--- config.mk ---
export PLATFORM = sky130hd
export DESIGN_NAME = fetch_sequencer_flat
export DESIGN_NICKNAME = d
export VERILOG_FILES = /design/src/rtl/fetch_sequencer_if.sv /design/src/rtl/fetch_sequencer.sv /design/src/flat_wrapper.sv
export SDC_FILE = /design/constraint.sdc
export NUM_CORES = 1
export LEC_CHECK = 0
export ABC_AREA = 1
export BUFFER_PORTS_ARGS = -buffer_cell sky130_fd_sc_hd__buf_2
export CORE_MARGIN = 2
export CORE_UTILIZATION = 40
export DETAILED_ROUTE_END_ITERATION = 10
export SLEW_MARGIN = 40
export SYNTH_ARGS = -nofsm -noshare
export SYNTH_HDL_FRONTEND = slang
export SYNTH_SLANG_ARGS = --single-unit
--- constraint.sdc ---
create_clock -name Clk -period 3.2 [get_ports Clk]
set_clock_uncertainty 0.05 [all_clocks]
set_input_delay 0.64 -clock Clk [delete_from_list [all_inputs] [get_ports Clk]]
set_output_delay 0.64 -clock Clk [all_outputs]
set_load 0.01 [all_outputs]
--- src/rtl/fetch_sequencer_if.sv ---
// Handshake and bus bundle between the fetch sequencer and its driver.
// The master side drives control and LUT writes; the slave side owns PC state.
interface fetch_sequencer_if #(
  parameter int PC_W   = 10,
  parameter int LUT_AW = 6,
  parameter int CNT_W  = 16
);
  logic              Start;
  logic [PC_W-1:0]   StartAddr;
  logic              Jen;
  logic [7:0]        Jptr;
  logic              BranchCond;
  logic              Done;
  logic              LutWe;
  logic [LUT_AW-1:0] LutWaddr;
  logic [PC_W-1:0]   LutWdata;
  logic [PC_W-1:0]   Prog_ctr;
  logic              Fetch_en;
  logic              Ack;
  logic [CNT_W-1:0]  Cycle_cnt;

  modport master (
    output Start, StartAddr, Jen, Jptr,
    output BranchCond, Done,
    output LutWe, LutWaddr, LutWdata,
    input  Prog_ctr, Fetch_en, Ack,
    input  Cycle_cnt
  );

  modport slave (
    input  Start, StartAddr, Jen, Jptr,
    input  BranchCond, Done,
    input  LutWe, LutWaddr, LutWdata,
    output Prog_ctr, Fetch_en, Ack,
    output Cycle_cnt
  );
endinterface

--- src/rtl/fetch_sequencer.sv ---
// Program counter sequencer: start/ack handshake, LUT-resolved
// branches, and a saturating count of RUN cycles.
module fetch_sequencer #(
  parameter int PC_W   = 10,
  parameter int LUT_AW = 6,
  parameter int CNT_W  = 16
) (
  input  logic Clk,
  input  logic Reset,
  fetch_sequencer_if.slave bus
);
  typedef enum logic [1:0] {
    S_IDLE,
    S_RUN,
    S_HALT
  } state_t;

  localparam int LUT_N = 2 ** LUT_AW;

  state_t           r_state;
  logic [PC_W-1:0]  r_pc;
  logic [CNT_W-1:0] r_cnt;
  logic             r_ack;
  logic [PC_W-1:0]  r_lut [LUT_N];

  logic [LUT_AW-1:0] w_idx;
  logic [PC_W-1:0]   w_tgt;
  logic              w_take;
  logic              w_unused;

  assign w_idx    = bus.Jptr[LUT_AW-1:0];
  assign w_unused = &{1'b0, bus.Jptr[7:LUT_AW]};
  assign w_tgt    = r_lut[w_idx];
  assign w_take   = bus.Jen & bus.BranchCond;

  assign bus.Prog_ctr  = r_pc;
  assign bus.Fetch_en  = (r_state == S_RUN);
  assign bus.Ack       = r_ack;
  assign bus.Cycle_cnt = r_cnt;

  // LUT read above uses pre-edge contents, so a
  // same-cycle write is seen only from the next cycle.
  always_ff @(posedge Clk) begin
    if (Reset) begin
      r_state <= S_IDLE;
      r_pc    <= '0;
      r_cnt   <= '0;
      r_ack   <= 1'b0;
      for (int i = 0; i < LUT_N; i++)
        r_lut[i] <= '0;
    end else begin
      if (bus.LutWe)
        r_lut[bus.LutWaddr] <= bus.LutWdata;
      unique case (r_state)
        S_IDLE, S_HALT: begin
          if (bus.Start) begin
            r_pc    <= bus.StartAddr;
            r_cnt   <= '0;
            r_ack   <= 1'b0;
            r_state <= S_RUN;
          end
        end
        S_RUN: begin
          if (r_cnt != {CNT_W{1'b1}})
            r_cnt <= r_cnt + 1'b1;
          if (bus.Done) begin
            r_state <= S_HALT;
            r_ack   <= 1'b1;
          end else if (w_take) begin
            r_pc <= w_tgt;
          end else begin
            r_pc <= r_pc + 1'b1;
          end
        end
        default: r_state <= S_IDLE;
      endcase
    end
  end
endmodule

--- src/flat_wrapper.sv ---
// flat-port wrapper written by rule: the top's interface ports become plain ports
module fetch_sequencer_flat 
#(
  parameter int PC_W   = 10,
  parameter int LUT_AW = 6,
  parameter int CNT_W  = 16
)
  (Clk, Reset, bus_Start, bus_StartAddr, bus_Jen, bus_Jptr, bus_BranchCond, bus_Done, bus_LutWe, bus_LutWaddr, bus_LutWdata, bus_Prog_ctr, bus_Fetch_en, bus_Ack, bus_Cycle_cnt);
  fetch_sequencer_if #(.PC_W(PC_W), .LUT_AW(LUT_AW), .CNT_W(CNT_W)) bus_i ();
  input  logic Clk;
  input  logic Reset;
  input wire logic [$bits(bus_i.Start)-1:0] bus_Start;
  input wire logic [$bits(bus_i.StartAddr)-1:0] bus_StartAddr;
  input wire logic [$bits(bus_i.Jen)-1:0] bus_Jen;
  input wire logic [$bits(bus_i.Jptr)-1:0] bus_Jptr;
  input wire logic [$bits(bus_i.BranchCond)-1:0] bus_BranchCond;
  input wire logic [$bits(bus_i.Done)-1:0] bus_Done;
  input wire logic [$bits(bus_i.LutWe)-1:0] bus_LutWe;
  input wire logic [$bits(bus_i.LutWaddr)-1:0] bus_LutWaddr;
  input wire logic [$bits(bus_i.LutWdata)-1:0] bus_LutWdata;
  output wire logic [$bits(bus_i.Prog_ctr)-1:0] bus_Prog_ctr;
  output wire logic [$bits(bus_i.Fetch_en)-1:0] bus_Fetch_en;
  output wire logic [$bits(bus_i.Ack)-1:0] bus_Ack;
  output wire logic [$bits(bus_i.Cycle_cnt)-1:0] bus_Cycle_cnt;
  assign bus_i.Start = bus_Start;
  assign bus_i.StartAddr = bus_StartAddr;
  assign bus_i.Jen = bus_Jen;
  assign bus_i.Jptr = bus_Jptr;
  assign bus_i.BranchCond = bus_BranchCond;
  assign bus_i.Done = bus_Done;
  assign bus_i.LutWe = bus_LutWe;
  assign bus_i.LutWaddr = bus_LutWaddr;
  assign bus_i.LutWdata = bus_LutWdata;
  assign bus_Prog_ctr = bus_i.Prog_ctr;
  assign bus_Fetch_en = bus_i.Fetch_en;
  assign bus_Ack = bus_i.Ack;
  assign bus_Cycle_cnt = bus_i.Cycle_cnt;
  fetch_sequencer #(.PC_W(PC_W), .LUT_AW(LUT_AW), .CNT_W(CNT_W)) u_core (.Clk(Clk), .Reset(Reset), .bus(bus_i));
endmodule
### After elaboration in Yosys (flattened, before gate mapping)

Memory sizes are Yosys's and may differ from the RTL's.
Cells that the tools add are included.

| word-level totals | value |
|---|---|
| register bits after elaboration | 29 |
| bits in read-only memories | 0 |
| bits in writable memories | 640 |
| memories kept | 1 |
| output and inout port bits | 28 |
| latch bits | 0 |
| logic and storage cells | 44 |

Memory list:

| memory | words | bits a word | read ports | clocked after memory_dff | wr ports | RTL line | RTL |
|---|---|---|---|---|---|---|---|
| u_core.r_lut | 64 | 10 | 1 | 0 | 64 | fetch_sequencer.sv:24 | `logic [PC_W-1:0] r_lut [LUT_N];` |

| cells by class | value |
|---|---|
| muxes and demuxes | 21 |
| div/mod/pow operators | 0 |
| reductions and logical operators | 8 |
| bitwise operators | 1 |
| $lt $le $gt $ge | 0 |
| equal/unequal tests | 7 |
| shifts and indexed selects | 0 |
| add/sub/neg operators | 2 |
| multipliers | 0 |

Operators by type and width:

| operator | number |
|---|---|
| 10-bit two-way mux | 4 |
| 16-bit two-way mux | 2 |
| 16-bit case mux with 2 select lines | 1 |
| 10-bit case mux with 2 select lines | 1 |
| 16-bit by 1-bit adder with 16-bit output, second input constant | 1 |
| 16-bit inequality test, second input constant | 1 |
| 10-bit by 1-bit adder with 10-bit output, second input constant | 1 |
| 10-bit OR reduction | 1 |
| 3-bit AND reduction | 3 |
| 1-bit two-way mux | 8 |
| 6-bit two-way mux | 1 |
| 2-bit inequality test, second input constant | 3 |
| 2-bit two-way mux | 2 |
| 2-bit case mux with 2 select lines | 1 |
| 2-bit by 1-bit == test with 1-bit output, second input constant | 1 |
| 2-bit == test, second input constant | 1 |
| 2-bit logical NOT | 1 |
| 2-bit by 1-bit inequality test with 1-bit output, second input constant | 1 |
| 1-bit case mux with 2 select lines | 1 |
| 2-bit AND reduction | 1 |
| 2-bit nonzero test | 1 |
| 2-bit OR reduction | 1 |
| 1-bit AND | 1 |

### Depth between registers and ports, before layout

| depth | value |
|---|---|
| depth in word-level cells | 5 |
| depth in mapped cells | 16 |

### Worst setup path after synthesis

No wires, ideal clock.

| timing path | value |
|---|---|
| path kind | in2reg |
| start | input port Reset |
| end | memory u_core.r_lut[16][0], enable pin |
| stages on the path | 7 |
| setup time | 340 ps |
| data arrival time | 2120 ps |
| path buffers | 2 |
| slack | 690 ps |
| path through | buf_2 -> inv_2 -> nand2_2 -> nor4_2 -> nand2_1 -> clkbuf_1 -> nand2_1 |

RTL lines:

| item | RTL line | RTL |
|---|---|---|
| start, declared | flat_wrapper.sv:11 | `input logic Reset;` |
| end, declared | fetch_sequencer.sv:24 |  |

### Final worst setup path

| timing path | value |
|---|---|
| start | register u_core.r_cnt[1], in the netlist u_core.bus.Cycle_cnt[1] |
| end | register u_core.r_cnt[4], in the netlist u_core.bus.Cycle_cnt[4] |

| on the way | value |
|---|---|
| word-level cells in the longest chain between the ends | 3 |
| elaborated cells on any way between the ends | 6 |
| classes of those cells | add/sub: 1; eq/ne: 2; mux: 2; reduce/logical: 1 |

Ends and longest elaborated chain:

| item | RTL line | RTL |
|---|---|---|
| start, declared | fetch_sequencer.sv:22 | `logic [CNT_W-1:0] r_cnt;` |
| start signal, assigned | fetch_sequencer.sv:65 | `r_cnt <= r_cnt + 1'b1;` |
| 16-bit by 1-bit adder with 16-bit output or 16-bit inequality test (tied branches) | fetch_sequencer.sv:65, fetch_sequencer.sv:64 |  |
| 16-bit two-way mux or 2-bit by 1-bit inequality test with 1-bit output (tied branches) | -- |  |
| 16-bit case mux with 2 select lines or 3-bit AND reduction (tied branches) | -- |  |

Several ways; a longest one is shown, not always the timed one. The select of a mux whose other input is x is not followed.
A chain may end at the register's enable or synchronous reset.

==> flow_summary.yaml <==
power_and_ir_drop:
  power_density_nw_per_um2: 566
  peakVddDrop_mv: 0.379
  p_leak_nw: 13.7
  p_total_mw: 19.8
detailed_routing:
  wirelength_mm: 85.0
  drc: 0
  vias: 23083
  first_iter_violations: 2204
  via_per_inst: 5.25
  ant_nets: 0
  routedWlPerCell_um: 19.3
  drtPass1Iterations: 5
critical_path:
  path_max_fanout: 11
  required_ns: 3.67
  crit_buf_inv: 2
  path_class: "reg -> reg"
  path_cells: "ha_1 > nand2_1 > nor2_1 > inv_1 > nor2_1 > nand2_1 > o21ai_0 > nand2_1 > clkinv_1 > nor2_1 > a211oi_1"
  crit_family: "simple AND/OR/NAND/NOR gates"
  slowest_stage: "dfxtp_1"
  cp.arrival_ns: 2.81
  crit_path_end_kind: "flop"
  slowest_delay_ns: 0.35
  start_kind: "flop"
synthesis:
  syn_nets: 3359
  synth_warnings: 0
  synth_area_per_cell_um2: 9.30
  synth.distinct_cells: 27
  ys_seq_area_frac: 0.642
  ys_seq_elements: 669
  synth-edff-count: 640
  synth_cells: 3316
  syn_area_um2: 30800
  ys.flop_type: "edfxtp_1"
  async_flop_share: 0
cts:
  cts_hold_buf: 0
  cts.clk_slew.worst_paths_ns: 0.06
  cts_tree: "yes"
  htree_levels: 3
  cts_setup_buffers: 0
  insertion_delay_ns: 0.62
  cts.sinks: 669
  clockRootBuffer: "clkbuf_16"
  numCtsBuffers: 71
  clock_path_buffers: 3
  ctsResizeCount: 0
floorplanning:
  fp-row-count: 101
  core_area_um2: 76100
  dieHeight_um: 282
  die_w_um: 282
  initial_utilization: 0.405
  num_io_pins: 69
  die_area_um2: 79300
status:
  outcome: "completed"
timing:
  rsz0062_at_grt: "false"
  whs_ns: 0.271
  worst_slew_pin_slew_ns: 0.696
  final_hold_viol_count: 0
  timing.fmax_mhz: 427
  min_period_over_period: 0.732
  finalSetupTns_ns: 0
  setup_violations: 0
  slew_headroom: 0.536
  slew_violations: 0
  fin_crit_ns: 2.34
  worst_slack_ns: 0.859
place:
  dp_slack_ns: 0.213
  io_buffers: 66
  dp_hpwl_mm: 53.4
  place_inst: 4273
  placed_cell_area_um2: 32700
  globalplace.congestion: 0.867
global_route:
  grt_pass1_wl_mm: 130
  grt_max_degree: 117
  grt_pass1_vias: 21901
  track_usage: 0.216
  overflow: 0
  met1_usage: 0.305
  antenna_found_initial: 3
  met3_usage: 0.0281
  grtUsageMet2: 0.342
  top_usage_layer: "met2"
layout:
  post-route-util: 0.459
  postLayoutCellArea_um2: 34900
  drive_gt1_frac: 0.0974
  final_cell_mix: "nand2_1 (983), nor2_1 (684), edfxtp_1 (640)"
  antenna_cells: 0
  area_growth_pct: 13.3
  final_common_cell: "nand2_1"
  stdcell_count: 4399
  layout.nets: 3359
hold_path:
  hold_class: "in -> reg"
run:
  cap_violations: 0
==> worst register-to-register path: cells and delay by family (launching register included) <==
kind | cells | cell delay, ns
adder cells (fa/ha/maj) | 1 | 0.20
AND/OR/NAND/NOR | 6 | 0.91
AO/OA/AOI/OAI | 2 | 0.39
flip-flops | 1 | 0.35
buffers and inverters | 2 | 0.36
==> logic make-up after synthesis <==
group,Yosys count,share of synthesized area
AOI/OAI and AO/OA,42,0.00731
xor gates and xnor gates,8,0.00227
adders and majority gates,2,0.000812
buffers and inverters,327,0.0423
DFF,669,0.642
and+or+nand+nor,2268,0.305
==> registers in the layout (all words and copies together) (netlist names) <==
| register | flops |
|---|---|
| u_core.r_lut | 640 |
| u_core.bus.Cycle_cnt | 16 |
| u_core.bus.Prog_ctr | 10 |
| u_core.r_state | 2 |
| u_core.bus.Ack | 1 |
==> power breakdown <==
part	switching, mW	total [mW]	internal (mW)
registers	0.129	10.1	10.0
clock network	3.40	7.90	4.50
logic	1.27	1.74	0.471
==> per-layer routing <==
layer	vias up	part of all wire
li1	11046	-
met1	11001	0.44
met2	872	0.46
met3	164	0.073
met4	0	0.032
met5	-	0
==> area by class of cell <==
type                    count  area, um^2
fillers                  7308       41200
flip-flops and latches    669       19800
multi-input cells        2320        9730
clock buffers              92        1960
repair buffers            202        1690
well taps                1030        1290
clock inverters            34         235
inverters                  52         219
==> path summary, 6_finish.rpt <==
kind                      startpoint                 endpoint  slack [ns]  cells after the start
max reg2reg  u_core.bus.Cycle_cnt[1]  u_core.bus.Cycle_cnt[4]        0.86                     11
max          u_core.bus.Cycle_cnt[1]  u_core.bus.Cycle_cnt[4]        0.86                     11
min                         bus_Done           u_core.bus.Ack        0.27                      3
min reg2reg           u_core.bus.Ack           u_core.bus.Ack        0.39                      2
==> Yosys cell counts (10+ instances only) <==
cell      count  area share
nand2_1     983        0.12
nor2_1      684       0.083
edfxtp_1    640        0.62
nand3_1     569       0.092
clkbuf_1    184       0.022
buf_2        61      0.0099
inv_1        36      0.0044
buf_1        30      0.0037
dfxtp_1      29       0.019
a21oi_1      24      0.0039
inv_2        13      0.0016
o21ai_0      13      0.0021
nand4_1      10      0.0020
(Power assumes the default switching activity.)
